## src/rtl/dsp_sched_pkg.sv

```systemverilog
// Shared types and constants for the dsp_sched scheduler.
// Covers the result buffer entry, the pipeline tag and the datapath depth.
package dsp_sched_pkg;

  localparam int DSP_LATENCY   = 3;
  localparam int RES_W_DEFAULT = 16;

  typedef struct packed {
    logic [RES_W_DEFAULT-1:0] p;
    logic                     match;
    logic                     id;
  } res_t;

  typedef struct packed {
    logic valid;
    logic id;
  } tag_t;

endpackage

```

## src/rtl/dsp_res_fifo.sv

```systemverilog
// Non-fall-through result buffer. Push and pop may occur in the same cycle.
// Occupancy is exported so the issuing side can reserve a slot per request.
module dsp_res_fifo
  import dsp_sched_pkg::*;
#(
  parameter int  DEPTH  = 4,
  parameter type item_t = res_t
) (
  input  logic                       clk,
  input  logic                       rst,
  input  logic                       push,
  input  item_t                      din,
  input  logic                       pop,
  output item_t                      dout,
  output logic                       empty,
  output logic [$clog2(DEPTH+1)-1:0] count
);

  localparam int AW = (DEPTH > 1) ? $clog2(DEPTH) : 1;
  localparam int CW = $clog2(DEPTH + 1);
  localparam logic [AW-1:0] LAST = AW'(DEPTH - 1);

  item_t         mem [DEPTH];
  logic [AW-1:0] wr_ptr;
  logic [AW-1:0] rd_ptr;
  logic [CW-1:0] cnt;
  logic          full;
  logic          do_pop;

  assign full   = (cnt == CW'(DEPTH));
  assign empty  = (cnt == '0);
  assign do_pop = pop && !empty;
  assign dout   = mem[rd_ptr];
  assign count  = cnt;

  always_ff @(posedge clk) begin
    if (rst) begin
      wr_ptr <= '0;
      rd_ptr <= '0;
      cnt    <= '0;
    end else begin
      if (push)
        wr_ptr <= (wr_ptr == LAST) ? '0 : wr_ptr + AW'(1);
      if (do_pop)
        rd_ptr <= (rd_ptr == LAST) ? '0 : rd_ptr + AW'(1);
      cnt <= cnt + CW'(push) - CW'(do_pop);
    end
  end

  always_ff @(posedge clk) begin
    if (push)
      mem[wr_ptr] <= din;
  end

  // The upstream credit check must make this unreachable.
  always_ff @(posedge clk) begin
    if (!rst)
      assert (!(push && full && !do_pop));
  end

endmodule

```

## src/rtl/dsp_sched.sv

```systemverilog
// Two-requester round-robin front end feeding a 3-stage (a+d)*b pipeline.
// Results are buffered in dsp_res_fifo; issue is gated by a credit count.
module dsp_sched
  import dsp_sched_pkg::*;
#(
  parameter int DATA_WIDTH = 16,
  parameter int FIFO_DEPTH = 4
) (
  input  logic                  clk,
  input  logic                  rst,
  input  logic                  s0_valid,
  output logic                  s0_ready,
  input  logic [DATA_WIDTH-1:0] s0_a,
  input  logic [DATA_WIDTH-1:0] s0_b,
  input  logic [DATA_WIDTH-1:0] s0_c,
  input  logic [DATA_WIDTH-1:0] s0_d,
  input  logic                  s1_valid,
  output logic                  s1_ready,
  input  logic [DATA_WIDTH-1:0] s1_a,
  input  logic [DATA_WIDTH-1:0] s1_b,
  input  logic [DATA_WIDTH-1:0] s1_c,
  input  logic [DATA_WIDTH-1:0] s1_d,
  output logic                  m_valid,
  input  logic                  m_ready,
  output logic [DATA_WIDTH-1:0] m_p,
  output logic                  m_match,
  output logic                  m_id,
  output logic                  busy
);

  localparam int CW     = $clog2(FIFO_DEPTH + 1);
  localparam int INFL_W = $clog2(DSP_LATENCY + 1);

  typedef struct packed {
    logic [DATA_WIDTH-1:0] p;
    logic                  match;
    logic                  id;
  } res_w_t;

  // Both operations wrap modulo 2^DATA_WIDTH; the lost carry bits are intended.
  function automatic logic signed [DATA_WIDTH-1:0] wrap_add(
    input logic signed [DATA_WIDTH-1:0] x,
    input logic signed [DATA_WIDTH-1:0] y
  );
    return x + y;
  endfunction

  function automatic logic signed [DATA_WIDTH-1:0] wrap_mul(
    input logic signed [DATA_WIDTH-1:0] x,
    input logic signed [DATA_WIDTH-1:0] y
  );
    return x * y;
  endfunction

  tag_t                   tag_p0, tag_p1, tag_p2;
  logic signed [DATA_WIDTH-1:0] sum_p0, b_p0, c_p0;
  logic signed [DATA_WIDTH-1:0] prod_p1, c_p1;
  logic signed [DATA_WIDTH-1:0] p_p2;
  logic                   match_p2;

  logic signed [DATA_WIDTH-1:0] op_a, op_b, op_c, op_d;
  logic                   last_q;
  logic                   rst_q;
  logic [INFL_W-1:0]      inflight;
  logic [CW-1:0]          fifo_cnt;
  logic                   fifo_empty;
  res_w_t                 push_item;
  res_w_t                 head;
  logic                   pop;
  logic                   credit_ok;
  logic                   arb_en;
  logic                   grant0, grant1;
  logic                   accept;

  assign inflight  = INFL_W'(tag_p0.valid) + INFL_W'(tag_p1.valid) + INFL_W'(tag_p2.valid);
  assign pop       = m_valid && m_ready;
  // A slot is reserved for every in-flight op; a same-cycle pop frees one.
  assign credit_ok = (32'(inflight) + 32'(fifo_cnt)) < (32'(FIFO_DEPTH) + 32'(pop));
  assign arb_en    = !rst && !rst_q && credit_ok;

  // last_q == 1 means requester 1 was granted last, so requester 0 is preferred.
  assign grant0   = s0_valid && (!s1_valid || last_q);
  assign grant1   = s1_valid && (!s0_valid || !last_q);
  assign s0_ready = arb_en && grant0;
  assign s1_ready = arb_en && grant1;
  assign accept   = s0_ready || s1_ready;

  assign op_a = s1_ready ? s1_a : s0_a;
  assign op_b = s1_ready ? s1_b : s0_b;
  assign op_c = s1_ready ? s1_c : s0_c;
  assign op_d = s1_ready ? s1_d : s0_d;

  always_ff @(posedge clk) begin
    rst_q <= rst;
    if (rst) begin
      last_q <= 1'b1;
      tag_p0 <= '0;
      tag_p1 <= '0;
      tag_p2 <= '0;
      c_p0   <= '0;
      c_p1   <= '0;
    end else begin
      if (accept)
        last_q <= s1_ready;
      tag_p0 <= '{valid: accept, id: s1_ready};
      tag_p1 <= tag_p0;
      tag_p2 <= tag_p1;
      c_p0   <= op_c;
      c_p1   <= c_p0;
    end
  end

  always_ff @(posedge clk) begin
    // stage p0: operand sum
    sum_p0   <= wrap_add(op_a, op_d);
    b_p0     <= op_b;
    // stage p1: product
    prod_p1  <= wrap_mul(sum_p0, b_p0);
    // stage p2: result and compare against delayed c
    p_p2     <= prod_p1;
    match_p2 <= (prod_p1 == c_p1);
  end

  assign push_item = '{p: p_p2, match: match_p2, id: tag_p2.id};

  dsp_res_fifo #(
    .DEPTH  (FIFO_DEPTH),
    .item_t (res_w_t)
  ) u_fifo (
    .clk   (clk),
    .rst   (rst),
    .push  (tag_p2.valid),
    .din   (push_item),
    .pop   (pop),
    .dout  (head),
    .empty (fifo_empty),
    .count (fifo_cnt)
  );

  assign m_valid = !rst && !fifo_empty;
  assign m_p     = m_valid ? head.p : '0;
  assign m_match = m_valid ? head.match : 1'b0;
  assign m_id    = m_valid ? head.id : 1'b0;
  assign busy    = !rst && ((inflight != '0) || !fifo_empty);

endmodule

```

## config.mk

```make
export PLATFORM = sky130hd
export DESIGN_NAME = dsp_sched
export DESIGN_NICKNAME = d
export VERILOG_FILES = /design/src/rtl/dsp_sched_pkg.sv /design/src/rtl/dsp_res_fifo.sv /design/src/rtl/dsp_sched.sv
export SDC_FILE = /design/constraint.sdc
export NUM_CORES = 1
export LEC_CHECK = 0
export BUFFER_PORTS_ARGS = -buffer_cell sky130_fd_sc_hd__buf_4
export CORE_AREA = 2 2 148 150
export DETAILED_ROUTE_END_ITERATION = 10
export DIE_AREA = 0 0 150 152
export GPL_TIMING_DRIVEN = 1
export PLACE_DENSITY = 0.75
export SYNTH_ARGS = -nofsm -noshare
export SYNTH_HDL_FRONTEND = slang
export SYNTH_SLANG_ARGS = --single-unit
```

## constraint.sdc

```tcl
create_clock -name clk -period 7.4 [get_ports clk]
set_clock_uncertainty 0.1 [all_clocks]
set_input_delay 0.37 -clock clk [delete_from_list [all_inputs] [get_ports clk]]
set_output_delay 0.37 -clock clk [all_outputs]
set_load 0.005 [all_outputs]
```

==> impl_metrics.toml, run 1 <==
[status]
status = "finished clean"

[timing]
max_freq_ghz = 0.186
drv_slew = 0
min_period_ns = 5.38
finalSetupViolations = 0
rsz0062_at_grt = "no"
worst_slew_margin_rel_pct = 35.9
fin_crit_sh_pct = 72.7
hold_viol_final = 0
setup_tns_ns = 0
worst_pin_slew_ns = 0.961
hold_ws_ns = 0.0247

[critical_path]
path_max_fanout = 65
critical_path_class = "reg2reg"
crit_path_start_kind = "flip-flop"
crit_required_ns = 7.65
crit_arrival_ns = 5.63
endpoint_kind = "flip-flop"
reg2reg_from = "tag_p2[1]"
slowest_delay_ns = 0.77
crit_path_start = "tag_p2[1]"
slowest_stage = "inv_2"
worstPathCellList = "fa_1 -> ha_1 -> inv_1 -> fa_1 -> xor2_1 -> a41oi_1 -> a2111oi_2 -> nand3_2 -> buf_4 -> inv_2 -> nand2_1 -> nand2_1 -> ha_1 -> and3_1 -> a221o_1 -> nor2b_1 -> o21ai_0 -> a21oi_1 -> xnor2_1"

[placement]
gp_congestion = 0.883
io_buffers = 154
place_area_um2 = 12700
hpwl_mm = 17.6

[final_layout]
drive_gt1_share_pct = 16.5
nNetsFinal = 1564
area_growth_syn_to_layout_pct = 16.8
stdcell_area_um2 = 13300
insertedDiodeCount = 0

[die]
core-area_um2 = 21400
die_w_um = 150
die_area_um2 = 22800
row_count = 54
ios = 155
initial_core_util_pct = 53.5
die_h_um = 152

[synth]
synthDominantCellAreaShare_pct = 20.0
synth_cell_types = 46
netlist_area_um2 = 11400
synth_cells = 1131
ys.flop_type = "dfxtp_1"
ys_ff_latch = 186
yosysSeqAreaShare_pct = 38.9
ys_top_cells_by_area = "dfxtp_1 20%, edfxtp_1 19%, fa_1 15%, ha_1 9.3%, nand2_1 8.3%"
synth_common_cells = "252 x nand2_1, 147 x inv_1, 114 x dfxtp_1"
yosysTopAreaCell = "dfxtp_1"
yosysMostFrequentCell = "nand2_1"
avgSynthCellArea_um2 = 10.1
synth_warnings = 0
synth_edf_count = 72
synth_nets = 1432
async_reset_ff_share_pct = 0

[grt]
grt_pass1_wl_mm = 38.4
use_met1_pct = 25.2
grt_max_degree = 66
grt-ovfl-total = 0
use_met3_pct = 3.87
grt_use_met2_pct = 38.5
gr-max-usage-layer = "met2"
grt.total_usage_pct = 21.1
grt_pass1_vias = 8057
antenna_found_initial = 0

[clock_network]
clock_path_buffers = 2
post_cts.repair.setup_buffers = 0
clock_sinks = 186
clock_latency_ns = 0.43
ctsResizeCount = 0
clkTransAtPathRegs_ns = 0.07
cts_htree_levels = 4
numCtsBuffers = 17
cts_hold_buffers = 0
clk_root_buffer_cell = "clkbuf_16"
cts_tree = "yes"

[detailed_routing]
drt_first_pass_iters = 4
drt-total-wl_mm = 22.8
wl_per_cell_um = 14.7
drtIter0Drc = 353
via_per_inst = 5.03
ant_nets = 0
drc = 0
via_count = 7831

[run]
cap_violations = 0

[worst_hold_path]
min_path_type = "in2reg"
worstHoldStart = "s1_b[14]"
-- critical path: cells and delay by family (launching register included) --
family / cells / cell delay [ns]
buf+inv: 3 / 1.15
xor+xnor: 2 / 0.29
simple gates: 5 / 0.74
compound gates: 5 / 1.21
flops: 1 / 0.38
fa+ha+maj: 4 / 1.39
-- cell usage in the layout, fill, tap and decap left out, types with 2 or more instances in the layout --
master	n
a211oi_1	2
a21o_1	8
a21oi_1	31
a311oi_1	2
a31oi_1	2
and2_1	69
and3_1	21
buf_4	156
clkbuf_16	17
clkinv_8	3
clkinvlp_4	2
dfxtp_1	114
edfxtp_1	72
fa_1	83
ha_1	85
inv_1	147
inv_6	2
inv_8	5
mux2i_1	3
mux4_2	18
nand2_1	252
nand2b_1	7
nand3_1	5
nand4_1	5
nor2_1	20
nor2b_1	23
nor3_1	4
nor4_1	2
o2111ai_1	2
o211ai_1	4
o21a_1	2
o21ai_0	12
o21bai_1	5
or3_1	4
xnor2_1	55
xor2_1	17
-- flip-flops by register name, indices dropped and copies added, names as in the netlist, 3 cells and up, named ones only --
| register | cells |
|---|---|
| prod_p1 | 16 |
| c_p1 | 16 |
| u_fifo.count | 3 |
| p_p2 | 16 |
| sum_p0 | 16 |
| u_fifo.mem | 72 |
| c_p0 | 16 |
| b_p0 | 16 |
-- per-stage QoR --
stage,std cells,setup slack [ns],util [%]
floorplan,1131,2.32,-
detailed placement,1524,2.01,59.7
global placement,1524,2.13,59.7
global route,1556,1.52,62.4
CTS,1556,1.97,62.4
finish,1556,2.02,62.4
-- path summary, 6_finish.rpt --
path	to	slack, ns	depth (start not counted)
max	sum_p0[11]	2.02	19
min	b_p0[14]	0.02	3
max reg2reg	sum_p0[11]	2.02	19
min reg2reg	p_p2[10]	0.27	0
-- cell type report --
class                   count  area (µm²)
fillers                  1769        8020
multi-input cells         754        6220
flip-flops and latches    186        4440
repair buffers            156        1170
inverters                 148         556
clock buffers              17         425
well taps                 280         350
clock inverters            15         168
-- logic make-up after synthesis --
| family | Yosys count | share of synthesized area (%) |
|---|---|---|
| and+or+nand+nor | 415 | 16.7 |
| buffers and inverters | 191 | 6.61 |
| DFF | 186 | 38.9 |
| adders and majority gates | 168 | 23.9 |
| AOI/OAI and AO/OA | 76 | 4.22 |
| xor gates and xnor gates | 73 | 5.72 |
| muxes | 22 | 3.91 |
-- routing by layer --
layer	vias to the layer above	wire, µm
met5	-	0
li1	3864	-
met3	26	997
met4	0	353
met2	185	12100
met1	3756	9400
Power of run 1 is left out: the tool's default activity adds up to more than one toggle a clock period on the data nets, which glitch-free logic cannot reach.
==> run 2, diff against run 1 <==
--- a/config.mk
+++ b/config.mk
@@ -6,11 +6,11 @@
 export NUM_CORES = 1
 export LEC_CHECK = 0
 export BUFFER_PORTS_ARGS = -buffer_cell sky130_fd_sc_hd__buf_4
-export CORE_AREA = 2 2 148 150
+export CORE_AREA = 2 2 150 152
 export DETAILED_ROUTE_END_ITERATION = 10
-export DIE_AREA = 0 0 150 152
+export DIE_AREA = 0 0 152 154
 export GPL_TIMING_DRIVEN = 1
-export PLACE_DENSITY = 0.75
+export PLACE_DENSITY = 0.77
 export SYNTH_ARGS = -nofsm -noshare
 export SYNTH_HDL_FRONTEND = slang
 export SYNTH_SLANG_ARGS = --single-unit
==> constraint.sdc (replaced) <==
create_clock -name clk -period 4.4 [get_ports clk]
set_clock_uncertainty 0.1 [all_clocks]
set_input_delay 0.22 -clock clk [delete_from_list [all_inputs] [get_ports clk]]
set_output_delay 0.22 -clock clk [all_outputs]
set_load 0.005 [all_outputs]
==> impl_metrics.toml, run 2 (synthesis results as in run 1) <==
[critical_path]
slowest_stage = "fa_1"
path_common_cell = "fa_1"
path_max_fanout = 5
endpoint_kind = "flip-flop"
worstPathCellList = "buf_4 -> nand2_1 -> fa_1 -> fa_1 -> fa_1 -> fa_1 -> inv_1 -> fa_1 -> inv_1 -> fa_1 -> inv_1 -> ha_1 -> or3_4 -> or3_1 -> mux2i_1 -> nor4_1"
crit_path_start_kind = "flip-flop"
critical_path_class = "reg2reg"
crit_arrival_ns = 5.19
slowest_delay_ns = 0.53
crit_required_ns = 4.63
reg2regPathDepth = 16

[detailed_routing]
drt_first_pass_iters = 5
drtIter0Drc = 500
wl_per_cell_um = 16.5
drc = 0
via_per_inst = 5.13
drt-total-wl_mm = 28.5
ant_nets = 0
via_count = 8860

[timing]
hold_viol_final = 0
setup_tns_ns = -2.79
rsz0062_at_grt = "yes"
fin_crit_sh_pct = 113
worst_pin_slew_ns = 0.927
min_period_ns = 4.96
finalSetupViolations = 7
worst_slew_margin_rel_pct = 38.2
drv_slew = 0
setup_ws_ns = -0.562
max_freq_ghz = 0.202

[final_layout]
area_growth_syn_to_layout_pct = 34.6
nNetsFinal = 1736
drive_gt1_share_pct = 28.9
insertedDiodeCount = 0
regMostFlops = "u_fifo.mem"
mostFrequentLayoutCell = "buf_4"
mostFrequentLayoutCells = "243 x buf_4, 238 x nand2_1, 136 x inv_1"
largest_reg_flops = 72

[clock_network]
clock_sinks = 186
clock_path_buffers = 2
clock_latency_ns = 0.44
cts_htree_levels = 4
clkTransAtPathRegs_ns = 0.07
numCtsBuffers = 17
clk_root_buffer_cell = "clkbuf_16"
cts_tree = "yes"

[die]
ios = 155
core-area_um2 = 21700
die_h_um = 154
die_area_um2 = 23400
row_count = 54
initial_core_util_pct = 52.6
die_w_um = 152

[placement]
io_buffers = 154
hpwl_mm = 19.5
gp_congestion = 0.870

[grt]
grt-ovfl-total = 0
grt_max_degree = 48
grt.total_usage_pct = 23.5
gr-max-usage-layer = "met2"
grt_use_met2_pct = 44.5
grt_pass1_vias = 9227
grt_pass1_wl_mm = 44.1
use_met3_pct = 4.11
antenna_found_initial = 0
use_met1_pct = 26.3

[status]
status = "finished, violations left"
violations = "negative setup slack"

[worst_hold_path]
min_path_type = "in2reg"
hold_depth = 4

[run]
cap_violations = 0
run 2: cell count changes in the layout (fill, tap and decap cells not counted), moves of 13 or more:
cell and delta:
nand2_1 -14, ha_4 +13, dfxtp_1 -20, dlygate4sd3_1 +66, ha_1 -18, buf_4 +87
run 2: final cells by class:
type | count | area (µm²)
Clock inverter | 14 | 128
Tap cell | 280 | 350
Sequential cell | 186 | 4490
Fill cell | 1429 | 6320
Timing Repair Buffer | 328 | 2760
Inverter | 148 | 563
Multi-Input combinational cell | 754 | 6650
Clock buffer | 18 | 429
run 2: repair_timing:
action / 4_1_cts / 5_1_grt
gates resized for setup: 33 / 109
endpoints found under the hold margin: 33 / 0
pin swaps: 11 / 61
endpoints found under the setup margin: 15 / 19
buffers inserted: 3 / 22
hold buffers: 66 / 0
run 2: path summary, 6_finish.rpt:
path / from / endpoint / slack (ns)
worst min register to register: prod_p1[4] / p_p2[4] / 0.27
worst min-delay path: s0_a[0] / sum_p0[0] / 0.04
worst max register to register: b_p0[3] / prod_p1[14] / -0.56
worst max-delay path: b_p0[3] / prod_p1[14] / -0.56
run 2: per-layer routing:
layer  vias to the layer above  part of all wire [%]
li1                       4210                     -
met1                      4289                    39
met2                       291                    54
met3                        70                   4.2
met4                         0                   3.4
met5                         -                     0
run 2: stage by stage:
| step | hold WS (ns) | area (µm²) | utilization [%] | instances | setup slack [ns] |
|---|---|---|---|---|---|
| 6_report | 0.0414 | 15400 | 70.9 | 1728 | -0.562 |
| 5_1_grt | 0.0390 | 15400 | 70.9 | 1728 | -0.753 |
| 4_1_cts | 0.0199 | 14800 | 68.2 | 1707 | -0.524 |
| 3_5_place_dp | 0.259 | 13500 | 62.1 | 1606 | -0.608 |
| 3_3_place_gp | 0.261 | 13500 | 62.1 | 1606 | -0.518 |
| 2_1_floorplan | 0.148 | 11500 | - | 1131 | -0.451 |
run 2: critical path: cells and delay by family (launching register included):
| kind | cells | cell delay (ns) |
|---|---|---|
| mux | 1 | 0.13 |
| buf+inv | 4 | 0.29 |
| flops | 1 | 0.37 |
| simple gates | 4 | 0.87 |
| fa+ha+maj | 7 | 3.10 |
Power of run 2 is left out for the same reason.
==> run 3, diff against run 2 <==
--- a/config.mk
+++ b/config.mk
@@ -6,11 +6,12 @@
 export NUM_CORES = 1
 export LEC_CHECK = 0
 export BUFFER_PORTS_ARGS = -buffer_cell sky130_fd_sc_hd__buf_4
-export CORE_AREA = 2 2 150 152
+export CORE_AREA = 4 4 152 154
 export DETAILED_ROUTE_END_ITERATION = 10
-export DIE_AREA = 0 0 152 154
+export DIE_AREA = 0 0 156 158
 export GPL_TIMING_DRIVEN = 1
 export PLACE_DENSITY = 0.77
+export RECOVER_POWER = 100
 export SYNTH_ARGS = -nofsm -noshare
 export SYNTH_HDL_FRONTEND = slang
 export SYNTH_SLANG_ARGS = --single-unit
==> impl_metrics.toml, run 3 (synthesis results as in run 1) <==
[final_layout]
mostFrequentLayoutCell = "nand2_1"
fill_cells = 1391
regMostFlops = "u_fifo.mem"
largest_reg_flops = 72
final_cells = 1739
insertedDiodeCount = 0
mostFrequentLayoutCells = "229 x nand2_1, 227 x buf_4, 133 x inv_1"
stdcell_area_um2 = 15500
drive_gt1_share_pct = 30.8
nNetsFinal = 1747
area_growth_syn_to_layout_pct = 36.2

[die]
die_w_um = 156
initial_core_util_pct = 52.6
ios = 155
die_h_um = 158
die_area_um2 = 24600
core-area_um2 = 21700
row_count = 54

[grt]
antenna_found_initial = 0
grt_pass1_wl_mm = 46.6
grt-ovfl-total = 0
grt_max_degree = 48
grt_pass1_vias = 9597
grt.total_usage_pct = 23.9

[critical_path]
crit_path_start_kind = "flip-flop"
path_max_fanout = 7
critical_path_class = "reg2reg"
endpoint_kind = "flip-flop"
regToRegSetupSlack_ns = -0.60
r2r-end = "prod_p1[15]"
reg2reg_from = "b_p0[5]"
reg2regPathDepth = 21
crit_arrival_ns = 5.26
crit_required_ns = 4.66

[detailed_routing]
drt_first_pass_iters = 5
drtIter0Drc = 371
via_per_inst = 5.07
wl_met2_mm = 15.7
wl_per_cell_um = 16.7
wl_met3_mm = 1.25
highest_layer = "met4"
drt-total-wl_mm = 29.1
drc = 0
ant_nets = 0
met1_length_mm = 11.1
via_count = 8813

[worst_hold_path]
min_path_type = "in2reg"
hold_depth = 4
min_to = "sum_p0[0]"
worstHoldStart = "s0_a[0]"

[timing]
fin_crit_sh_pct = 114
hold_ws_ns = 0.0350
drv_slew = 48
min_period_ns = 5.00
setup_ws_ns = -0.599
max_freq_ghz = 0.200
rsz0062_at_grt = "yes"
worst_pin_slew_ns = 1.87
finalSetupViolations = 35
hold_viol_final = 0
worst_slew_margin_rel_pct = -24.4

[clock_network]
cts_tree = "yes"
clock_latency_ns = 0.44
clock_sinks = 186
clock_path_buffers = 2
clk_root_buffer_cell = "clkbuf_16"
numCtsBuffers = 17
clkTransAtPathRegs_ns = 0.07
cts_htree_levels = 4

[placement]
hpwl_mm = 19.9
dp_cells = 1616
io_buffers = 154
gp_congestion = 0.879
place_area_um2 = 13500

[run]
cap_violations = 1

[status]
status = "finished, violations left"
violations = "max-capacitance violations, max-slew violations, negative setup slack"
-- run 3: cell count changes in the layout (fill, tap and decap cells not counted), sizes merged --
cell / delta
clkinvlp: -1
buf: -16
clkbuf: +27
inv: +1
-- run 3: timing repair --
| item | CTS | global route |
|---|---|---|
| setup buffers | 15 | 10 |
| gates resized for setup | 77 | 94 |
| pin swaps | 42 | 49 |
| hold buffers | 66 | 0 |
| endpoints found under the setup margin | 15 | 19 |
| endpoints found under the hold margin | 33 | 0 |
| cloned | 0 | 2 |
-- run 3: worst max-delay path: stages, from the launching register on --
cell and delay, ns:
dfxtp_4 0.37, buf_6 0.12, and2_4 0.13, fa_1 0.52
inv_1 0.05, fa_1 0.44, inv_2 0.08, ha_4 0.13
inv_2 0.03, fa_1 0.51, inv_2 0.04, fa_1 0.48
inv_1 0.05, fa_1 0.50, inv_2 0.05, ha_4 0.15
or3_4 0.37, o211ai_1 0.21, buf_4 0.19, nand2b_4 0.06
a31oi_4 0.17, xor2_1 0.16
-- run 3: per-layer routing --
metal	up-vias	GRT usage (%)
met5	-	0
met4	0	8.92
met3	86	4.78
met2	274	45.2
met1	4221	26.3
li1	4232	-
-- run 3: stage by stage --
step | TNS (ns) | setup WS (ns) | utilization [%]
2_1_floorplan | -1.04 | -0.451 | -
3_3_place_gp | -2.49 | -0.476 | 62.4
3_5_place_dp | -3.51 | -0.605 | 62.4
4_1_cts | -2.01 | -0.531 | 69.7
5_1_grt | -19.37 | -0.735 | 71.7
6_report | -8.99 | -0.599 | 71.7
-- run 3: area by class of cell --
type	instances	area, µm²	share of cell area, %
Multi-Input combinational cell	754	6790	43.7
Sequential cell	186	4490	28.9
Timing Repair Buffer	339	2780	17.8
Inverter	148	558	3.59
Clock buffer	18	439	2.82
Tap cell	280	350	2.25
Clock inverter	14	149	0.958
-- run 3: worst max-delay path by stage --
stage                  end       start  slack (ns)  cells after the start
4_1_cts        prod_p1[14]   sum_p0[9]       -0.53                     16
5_1_grt          sum_p0[9]   tag_p0[1]       -0.74                     19
3_5_place_dp   prod_p1[14]   sum_p0[9]       -0.61                     16
6_report       prod_p1[15]     b_p0[5]       -0.60                     21
2_1_floorplan  prod_p1[14]     b_p0[4]       -0.45                     17
3_3_place_gp   prod_p1[14]  sum_p0[10]       -0.48                     15
Power of run 3 is left out for the same reason.
